$ cat src/rtl/crc_pkg.sv
// Shared types and default constants for the streaming CRC engine.
// The defaults reproduce the legacy CRC-8 frame checker (reflected poly C6).
package crc_pkg;

  typedef enum logic [1:0] {
    INIT = 2'd0,
    RUN  = 2'd1,
    DONE = 2'd2
  } crc_state_e;

  localparam logic CRC_MODE_CHECK    = 1'b0;
  localparam logic CRC_MODE_GENERATE = 1'b1;

  localparam logic [7:0] CRC8_POLY    = 8'hC6;
  localparam logic [7:0] CRC8_INIT    = 8'h0D;
  localparam logic [7:0] CRC8_XOR_OUT = 8'h00;
  localparam logic [7:0] CRC8_RESIDUE = 8'h00;

endpackage

$ cat src/rtl/crc_stream_engine_if.sv
// Beat stream in from the deframer plus the done/ack result handshake
// towards the packet consumer.
interface crc_stream_engine_if #(
  parameter int CRC_WIDTH  = 8,
  parameter int DATA_BYTES = 1
) ();

  logic                    i_mode;
  logic                    i_valid;
  logic                    o_ready;
  logic [8*DATA_BYTES-1:0] i_data;
  logic [DATA_BYTES-1:0]   i_keep;
  logic                    i_last;
  logic                    o_done;
  logic                    i_ack;
  logic                    o_match;
  logic [CRC_WIDTH-1:0]    o_crc;

  modport master (
    output i_mode, i_valid, i_data, i_keep, i_last, i_ack,
    input  o_ready, o_done, o_match, o_crc
  );

  modport slave (
    input  i_mode, i_valid, i_data, i_keep, i_last, i_ack,
    output o_ready, o_done, o_match, o_crc
  );

endinterface

$ cat src/rtl/crc_byte_step.sv
// Combinational advance of a reflected CRC register by one byte, LSB first.
module crc_byte_step
  import crc_pkg::*;
#(
  parameter int                   CRC_WIDTH = 8,
  parameter logic [CRC_WIDTH-1:0] CRC_POLY  = CRC_WIDTH'(CRC8_POLY)
) (
  input  logic [CRC_WIDTH-1:0] crc_in,
  input  logic [7:0]           data,
  output logic [CRC_WIDTH-1:0] crc_out
);

  always_comb begin
    crc_out = crc_in;
    for (int i = 0; i < 8; i++) begin
      if (crc_out[0] != data[i]) begin
        crc_out = (crc_out >> 1) ^ CRC_POLY;
      end else begin
        crc_out = crc_out >> 1;
      end
    end
  end

endmodule

$ cat src/rtl/crc_stream_engine.sv
// Parametrised streaming CRC engine: generate or check mode, multi-byte
// beats with byte enables, back-to-back frames via a done/ack handshake.
module crc_stream_engine
  import crc_pkg::*;
#(
  parameter int                   CRC_WIDTH   = 8,
  parameter logic [CRC_WIDTH-1:0] CRC_POLY    = CRC_WIDTH'(CRC8_POLY),
  parameter logic [CRC_WIDTH-1:0] CRC_INIT    = CRC_WIDTH'(CRC8_INIT),
  parameter logic [CRC_WIDTH-1:0] CRC_XOR_OUT = CRC_WIDTH'(CRC8_XOR_OUT),
  parameter logic [CRC_WIDTH-1:0] CRC_RESIDUE = CRC_WIDTH'(CRC8_RESIDUE),
  parameter int                   DATA_BYTES  = 1
) (
  input logic                clk,
  input logic                reset,
  crc_stream_engine_if.slave bus
);

  crc_state_e state_q, state_d;

  logic                  ready;
  logic                  done;
  logic                  load_init;
  logic                  accept;
  logic                  first_q;
  logic                  mode_q;
  logic                  mode_eff;
  logic                  match_q;
  logic [CRC_WIDTH-1:0]  crc_q;
  logic [CRC_WIDTH-1:0]  crc_out_q;
  logic [CRC_WIDTH-1:0]  crc_next;
  logic [DATA_BYTES-1:0] keep_eff;

  logic [CRC_WIDTH-1:0] stage    [DATA_BYTES+1];
  logic [CRC_WIDTH-1:0] step_out [DATA_BYTES];

  // Byte enables only trim the tail of a frame; earlier beats are always full.
  assign keep_eff = bus.i_last ? bus.i_keep : {DATA_BYTES{1'b1}};
  assign stage[0] = crc_q;

  for (genvar b = 0; b < DATA_BYTES; b++) begin : g_chain
    crc_byte_step #(
      .CRC_WIDTH (CRC_WIDTH),
      .CRC_POLY  (CRC_POLY)
    ) u_step (
      .crc_in  (stage[b]),
      .data    (bus.i_data[8*b +: 8]),
      .crc_out (step_out[b])
    );
    assign stage[b+1] = keep_eff[b] ? step_out[b] : stage[b];
  end

  assign crc_next = stage[DATA_BYTES];
  assign accept   = bus.i_valid && ready;
  assign mode_eff = first_q ? bus.i_mode : mode_q;

  always_ff @(posedge clk) begin
    if (reset) begin
      state_q <= INIT;
    end else begin
      state_q <= state_d;
    end
  end

  always_comb begin
    state_d   = state_q;
    ready     = 1'b0;
    done      = 1'b0;
    load_init = 1'b0;
    case (state_q)
      INIT: begin
        load_init = 1'b1;
        state_d   = RUN;
      end
      RUN: begin
        ready = 1'b1;
        if (bus.i_valid && bus.i_last) begin
          state_d = DONE;
        end
      end
      DONE: begin
        done = 1'b1;
        if (bus.i_ack) begin
          state_d = INIT;
        end
      end
      default: state_d = INIT;
    endcase
  end

  // The mode is captured from the first accepted beat, so a one-beat frame
  // must use the live input rather than the not-yet-written latch.
  always_ff @(posedge clk) begin
    if (reset) begin
      crc_q     <= CRC_INIT;
      mode_q    <= CRC_MODE_CHECK;
      first_q   <= 1'b1;
      crc_out_q <= CRC_INIT ^ CRC_XOR_OUT;
      match_q   <= 1'b0;
    end else if (load_init) begin
      crc_q   <= CRC_INIT;
      mode_q  <= CRC_MODE_CHECK;
      first_q <= 1'b1;
    end else if (accept) begin
      crc_q   <= crc_next;
      first_q <= 1'b0;
      if (first_q) begin
        mode_q <= bus.i_mode;
      end
      if (bus.i_last) begin
        crc_out_q <= crc_next ^ CRC_XOR_OUT;
        match_q   <= (mode_eff == CRC_MODE_CHECK) && (crc_next == CRC_RESIDUE);
      end
    end
  end

  assign bus.o_ready = ready;
  assign bus.o_done  = done;
  assign bus.o_crc   = crc_out_q;
  assign bus.o_match = match_q;

endmodule

$ cat src/flat_wrapper.sv
// flat-port wrapper written by rule: the top's interface ports become plain ports
module crc_stream_engine_flat import crc_pkg::*;
#(
  parameter int                   CRC_WIDTH   = 8,
  parameter logic [CRC_WIDTH-1:0] CRC_POLY    = CRC_WIDTH'(CRC8_POLY),
  parameter logic [CRC_WIDTH-1:0] CRC_INIT    = CRC_WIDTH'(CRC8_INIT),
  parameter logic [CRC_WIDTH-1:0] CRC_XOR_OUT = CRC_WIDTH'(CRC8_XOR_OUT),
  parameter logic [CRC_WIDTH-1:0] CRC_RESIDUE = CRC_WIDTH'(CRC8_RESIDUE),
  parameter int                   DATA_BYTES  = 1
)
  (clk, reset, bus_i_mode, bus_i_valid, bus_i_data, bus_i_keep, bus_i_last, bus_i_ack, bus_o_ready, bus_o_done, bus_o_match, bus_o_crc);
  crc_stream_engine_if #(.CRC_WIDTH(CRC_WIDTH), .DATA_BYTES(DATA_BYTES)) bus_i ();
  input logic clk;
  input logic reset;
  input wire logic [$bits(bus_i.i_mode)-1:0] bus_i_mode;
  input wire logic [$bits(bus_i.i_valid)-1:0] bus_i_valid;
  input wire logic [$bits(bus_i.i_data)-1:0] bus_i_data;
  input wire logic [$bits(bus_i.i_keep)-1:0] bus_i_keep;
  input wire logic [$bits(bus_i.i_last)-1:0] bus_i_last;
  input wire logic [$bits(bus_i.i_ack)-1:0] bus_i_ack;
  output wire logic [$bits(bus_i.o_ready)-1:0] bus_o_ready;
  output wire logic [$bits(bus_i.o_done)-1:0] bus_o_done;
  output wire logic [$bits(bus_i.o_match)-1:0] bus_o_match;
  output wire logic [$bits(bus_i.o_crc)-1:0] bus_o_crc;
  assign bus_i.i_mode = bus_i_mode;
  assign bus_i.i_valid = bus_i_valid;
  assign bus_i.i_data = bus_i_data;
  assign bus_i.i_keep = bus_i_keep;
  assign bus_i.i_last = bus_i_last;
  assign bus_i.i_ack = bus_i_ack;
  assign bus_o_ready = bus_i.o_ready;
  assign bus_o_done = bus_i.o_done;
  assign bus_o_match = bus_i.o_match;
  assign bus_o_crc = bus_i.o_crc;
  crc_stream_engine #(.CRC_WIDTH(CRC_WIDTH), .CRC_POLY(CRC_POLY), .CRC_INIT(CRC_INIT), .CRC_XOR_OUT(CRC_XOR_OUT), .CRC_RESIDUE(CRC_RESIDUE), .DATA_BYTES(DATA_BYTES)) u_core (.clk(clk), .reset(reset), .bus(bus_i));
endmodule
$ cat config.mk
export PLATFORM = sky130hd
export DESIGN_NAME = crc_stream_engine_flat
export DESIGN_NICKNAME = d
export VERILOG_FILES = /design/src/rtl/crc_pkg.sv /design/src/rtl/crc_stream_engine_if.sv /design/src/rtl/crc_byte_step.sv /design/src/rtl/crc_stream_engine.sv /design/src/flat_wrapper.sv
export SDC_FILE = /design/constraint.sdc
export NUM_CORES = 1
export LEC_CHECK = 0
export CORE_MARGIN = 2
export CORE_UTILIZATION = 40
export CTS_BUF_LIST = sky130_fd_sc_hd__clkbuf_16
export CTS_CLUSTER_DIAMETER = 150
export DETAILED_ROUTE_END_ITERATION = 8
export HOLD_SLACK_MARGIN = 0.02
export MAX_ROUTING_LAYER = met4
export PLACE_DENSITY = 0.69
export SLEW_MARGIN = 15
export SYNTH_ARGS = -nofsm -noshare
export SYNTH_HDL_FRONTEND = slang
export SYNTH_SLANG_ARGS = --single-unit
$ cat constraint.sdc
create_clock -name clk -period 5.1 [get_ports clk]
set_clock_uncertainty 0.05 [all_clocks]
set_input_delay 0.51 -clock clk [delete_from_list [all_inputs] [get_ports clk]]
set_output_delay 0.51 -clock clk [all_outputs]
set_load 0.03 [all_outputs]
==> metrics.csv <==
stage,metric,value,unit
power_and_ir_drop,leakage power,0.000651,uW
final_layout,Final Non-Filler Cells,207,
worst_setup_path,crit path capture type,register,
cts,post-CTS setup buffer count,0,
place,Routability Congestion,0.803,
logic_synthesis,register bit total from synthesis,21,
grt,gr usage total,0.177,
logic_synthesis,post-synthesis sequential area ratio,0.320,
routing,DR vias/cell,5.08,
cts,CTS tree,done,
cts,clock tree buffer depth,2,
worst_setup_path,CP bufs+invs,1,
cts,TritonCTS Buffers,3,
worst_setup_path,worst setup path class,primary input to register,
worst_setup_path,crit-path most repeated cell,xnor2_1,
cts,H-tree lvl count,1,
worst_setup_path,crit-path cells,clkdlybuf4s50_1 > xnor2_1 > xnor3_1 > nor2_1 > xnor2_1 > nand4_1 > o31ai_1,
logic_synthesis,Synth area leader,dfxtp_1,
routing,wire per inst,13.8,um
timing,unrepaired setup endpoints after global routing,false,
logic_synthesis,"top cells by area, synth","dfxtp_1 32%, xnor2_1 13%, nor2_1 5.1%",
final_layout,Multi-input gate area,870,sq um
worst_setup_path,Crit path max-delay family,XOR/XNOR gates,
logic_synthesis,Syn Area/Cell,9.38,sq um
timing,fin crit share,0.466,
timing,fmax,0.421,GHz
logic_synthesis,Unique masters post-synth,33,
worst_setup_path,Crit Path Max Fanout,3,
die,die area,3760,sq um
final_layout,final instance area,1680,sq um
grt,vias in the first global route,1053,
logic_synthesis,"EDFF count, synth",0,
final_layout,layout cells sized above 1,0.0798,
routing,drt total wl,2860,um
logic_synthesis,YS warnings,0,
place,Buffers on Ports,25,
logic_synthesis,Netlist Area Pre-Place,1310,sq um
die,die height,61.3,um
timing,TNS Setup,0,ns
worst_setup_path,crit path from,bus_i_data[1],
place,pre-CTS setup slack,2.45,ns
timing,crit path time final,2.38,ns
hold_path,min-delay src,u_core.bus.o_crc[0],
grt,first-pass GRT wire length,4690,um
worst_setup_path,critical path launch point type,primary input,
grt,grt total ovfl,0,
routing,"antenna viol nets, final",0,
worst_setup_path,"Slowest-stage cell, CP",clkdlybuf4s50_1,
die,# IOs,26,
worst_setup_path,Crit Reg-Reg Startpoint,u_core.crc_q[1],
timing,Final Setup Violations,0,
cts,CTS Hold Buffers Added,0,
power_and_ir_drop,Final Power,500,uW
final_layout,nets@finish,179,
place,Cells after DPL,203,
routing,residual DRC count,0,
routing,drt first pass iters,4,
routing,vias post-DR,1052,
place,DPL Wire Length,2270,um
routing,met2 routed WL,1490,um
logic_synthesis,Mapped Cells,140,
die,initial core utilization,0.427,
worst_setup_path,CP peak stage delay,0.45,ns
timing,Final Hold Violating Endpoints,0,
timing,Rel. slew slack,0.531,
final_layout,Area growth syn-to-layout,27.5,%
grt,antenna violations before repair,0,
cts,root buffer cell,clkbuf_16,
logic_synthesis,Main synth FF type,dfxtp_1,
die,Row Count,20,
worst_setup_path,CP required,5.22,ns
die,Chip Width,61.3,um
cts,worst skew pair latency,0.26,ns
hold_path,HP Class,register to register,
place,Placed Area,1600,sq um
die,Core ar.,3080,sq um
timing,Worst-Margin Slew,0.702,ns
logic_synthesis,"FFs w/ async S/R, synth",0,
power_and_ir_drop,"IR drop worst, VDD",241,uV
cts,Worst-path clk slew,0.05,ns
worst_setup_path,CP Data Arrival Time,2.50,ns
power_and_ir_drop,PwrDens,298,nW/um^2
flow_run,Max-cap violations,0,
logic_synthesis,post-synthesis net count,155,
routing,detailed-routed wire length on met3,113,um
grt,largest net degree at the start of global routing,15,
logic_synthesis,Synth top area share,0.320,
routing,top layer in use,met4,
routing,drt first-iter violations,48,
final_layout,Reg area,420,sq um
final_layout,Antenna Cells,0,
timing,max-slew violations,0,
cts,post-CTS sizing,0,
timing,setup ws final,2.72,ns
final_layout,filler cell count,294,
run_status,status,"complete, no violations",
routing,Post-Route M1 WL,1230,um
cts,clock sink count,21,
-- final timing paths --
check / end / slack (ns) / cells past startpoint
min reg2reg: u_core.bus.o_crc[0] / 0.43 / 2
max: u_core.bus.o_match / 2.72 / 7
max reg2reg: u_core.bus.o_match / 3.03 / 6
min: u_core.bus.o_crc[0] / 0.43 / 2
-- registers in the layout, summed over array words and instances (netlist names) --
register	cells
u_core.bus.o_crc	8
u_core.crc_q	8
u_core.state_q	2
u_core.bus.o_match	1
u_core.first_q	1
u_core.mode_q	1
-- cell families after synthesis --
| family | count (synthesis) | share of synthesized area |
|---|---|---|
| AO/OA/AOI/OAI | 19 | 0.0971 |
| XOR/XNOR | 35 | 0.327 |
| multiplexers | 4 | 0.0305 |
| flip-flops | 21 | 0.320 |
| AND/OR/NAND/NOR | 55 | 0.208 |
| buffers and inverters | 6 | 0.0181 |
-- placed cells by master (no fill, tap or decap), types with 3 or more instances in the layout --
cell type | netlist | final
a211oi_1 | 4 | 4
a21oi_1 | 5 | 5
clkbuf_16 | 0 | 3
clkdlybuf4s50_1 | 0 | 25
dfxtp_1 | 21 | 21
mux2i_1 | 4 | 4
nand2_1 | 11 | 11
nand3_1 | 3 | 3
nor2_1 | 18 | 18
nor2b_1 | 4 | 4
nor3_1 | 6 | 6
o21ai_0 | 4 | 4
xnor2_1 | 19 | 19
xor2_1 | 7 | 7
-- Yosys cell counts (2+ instances only) --
cell type	count
dfxtp_1	21
xnor2_1	19
nor2_1	18
nand2_1	11
xor2_1	7
nor3_1	6
a21oi_1	5
clkbuf_1	5
a211oi_1	4
mux2i_1	4
nor2b_1	4
o21ai_0	4
nand3_1	3
and3_1	2
nand2b_1	2
nand3b_1	2
nand4_1	2
o31ai_1	2
xnor2_2	2
xnor3_1	2
xnor3_4	2
xor3_1	2
-- final cells by class --
class / instances / area share
Multi-Input combinational cell: 113 / 0.519
Timing Repair Buffer: 25 / 0.149
Tap cell: 44 / 0.0329
Sequential cell: 21 / 0.251
Clock buffer: 3 / 0.0448
Clock inverter: 1 / 0.00299
-- metal layers --
metal / vias up / GRT usage
li1: 530 / -
met1: 499 / 0.213
met2: 19 / 0.289
met3: 4 / 0.0525
met4: 0 / 0.0497
met5: - / -
-- through the flow --
step	hold WS, ns	utilization
finish	0.429	0.544
global route	0.453	0.544
CTS	0.433	0.544
detailed placement	0.417	0.518
global placement	0.399	0.518
floorplan	0.393	-
-- report_power, final --
part | internal, uW | switching (uW)
Clock | 105 | 61.7
Combinational | 78.3 | 77.1
Sequential | 171 | 6.29
-- worst register-to-register path: stages, from the launching register on --
cell	delay, ns
dfxtp_1	0.38
xnor2_1	0.45
xnor3_1	0.45
nor2_1	0.17
xnor2_1	0.17
nand4_1	0.12
o31ai_1	0.20
No activity file was read; power rests on OpenSTA's default activity.
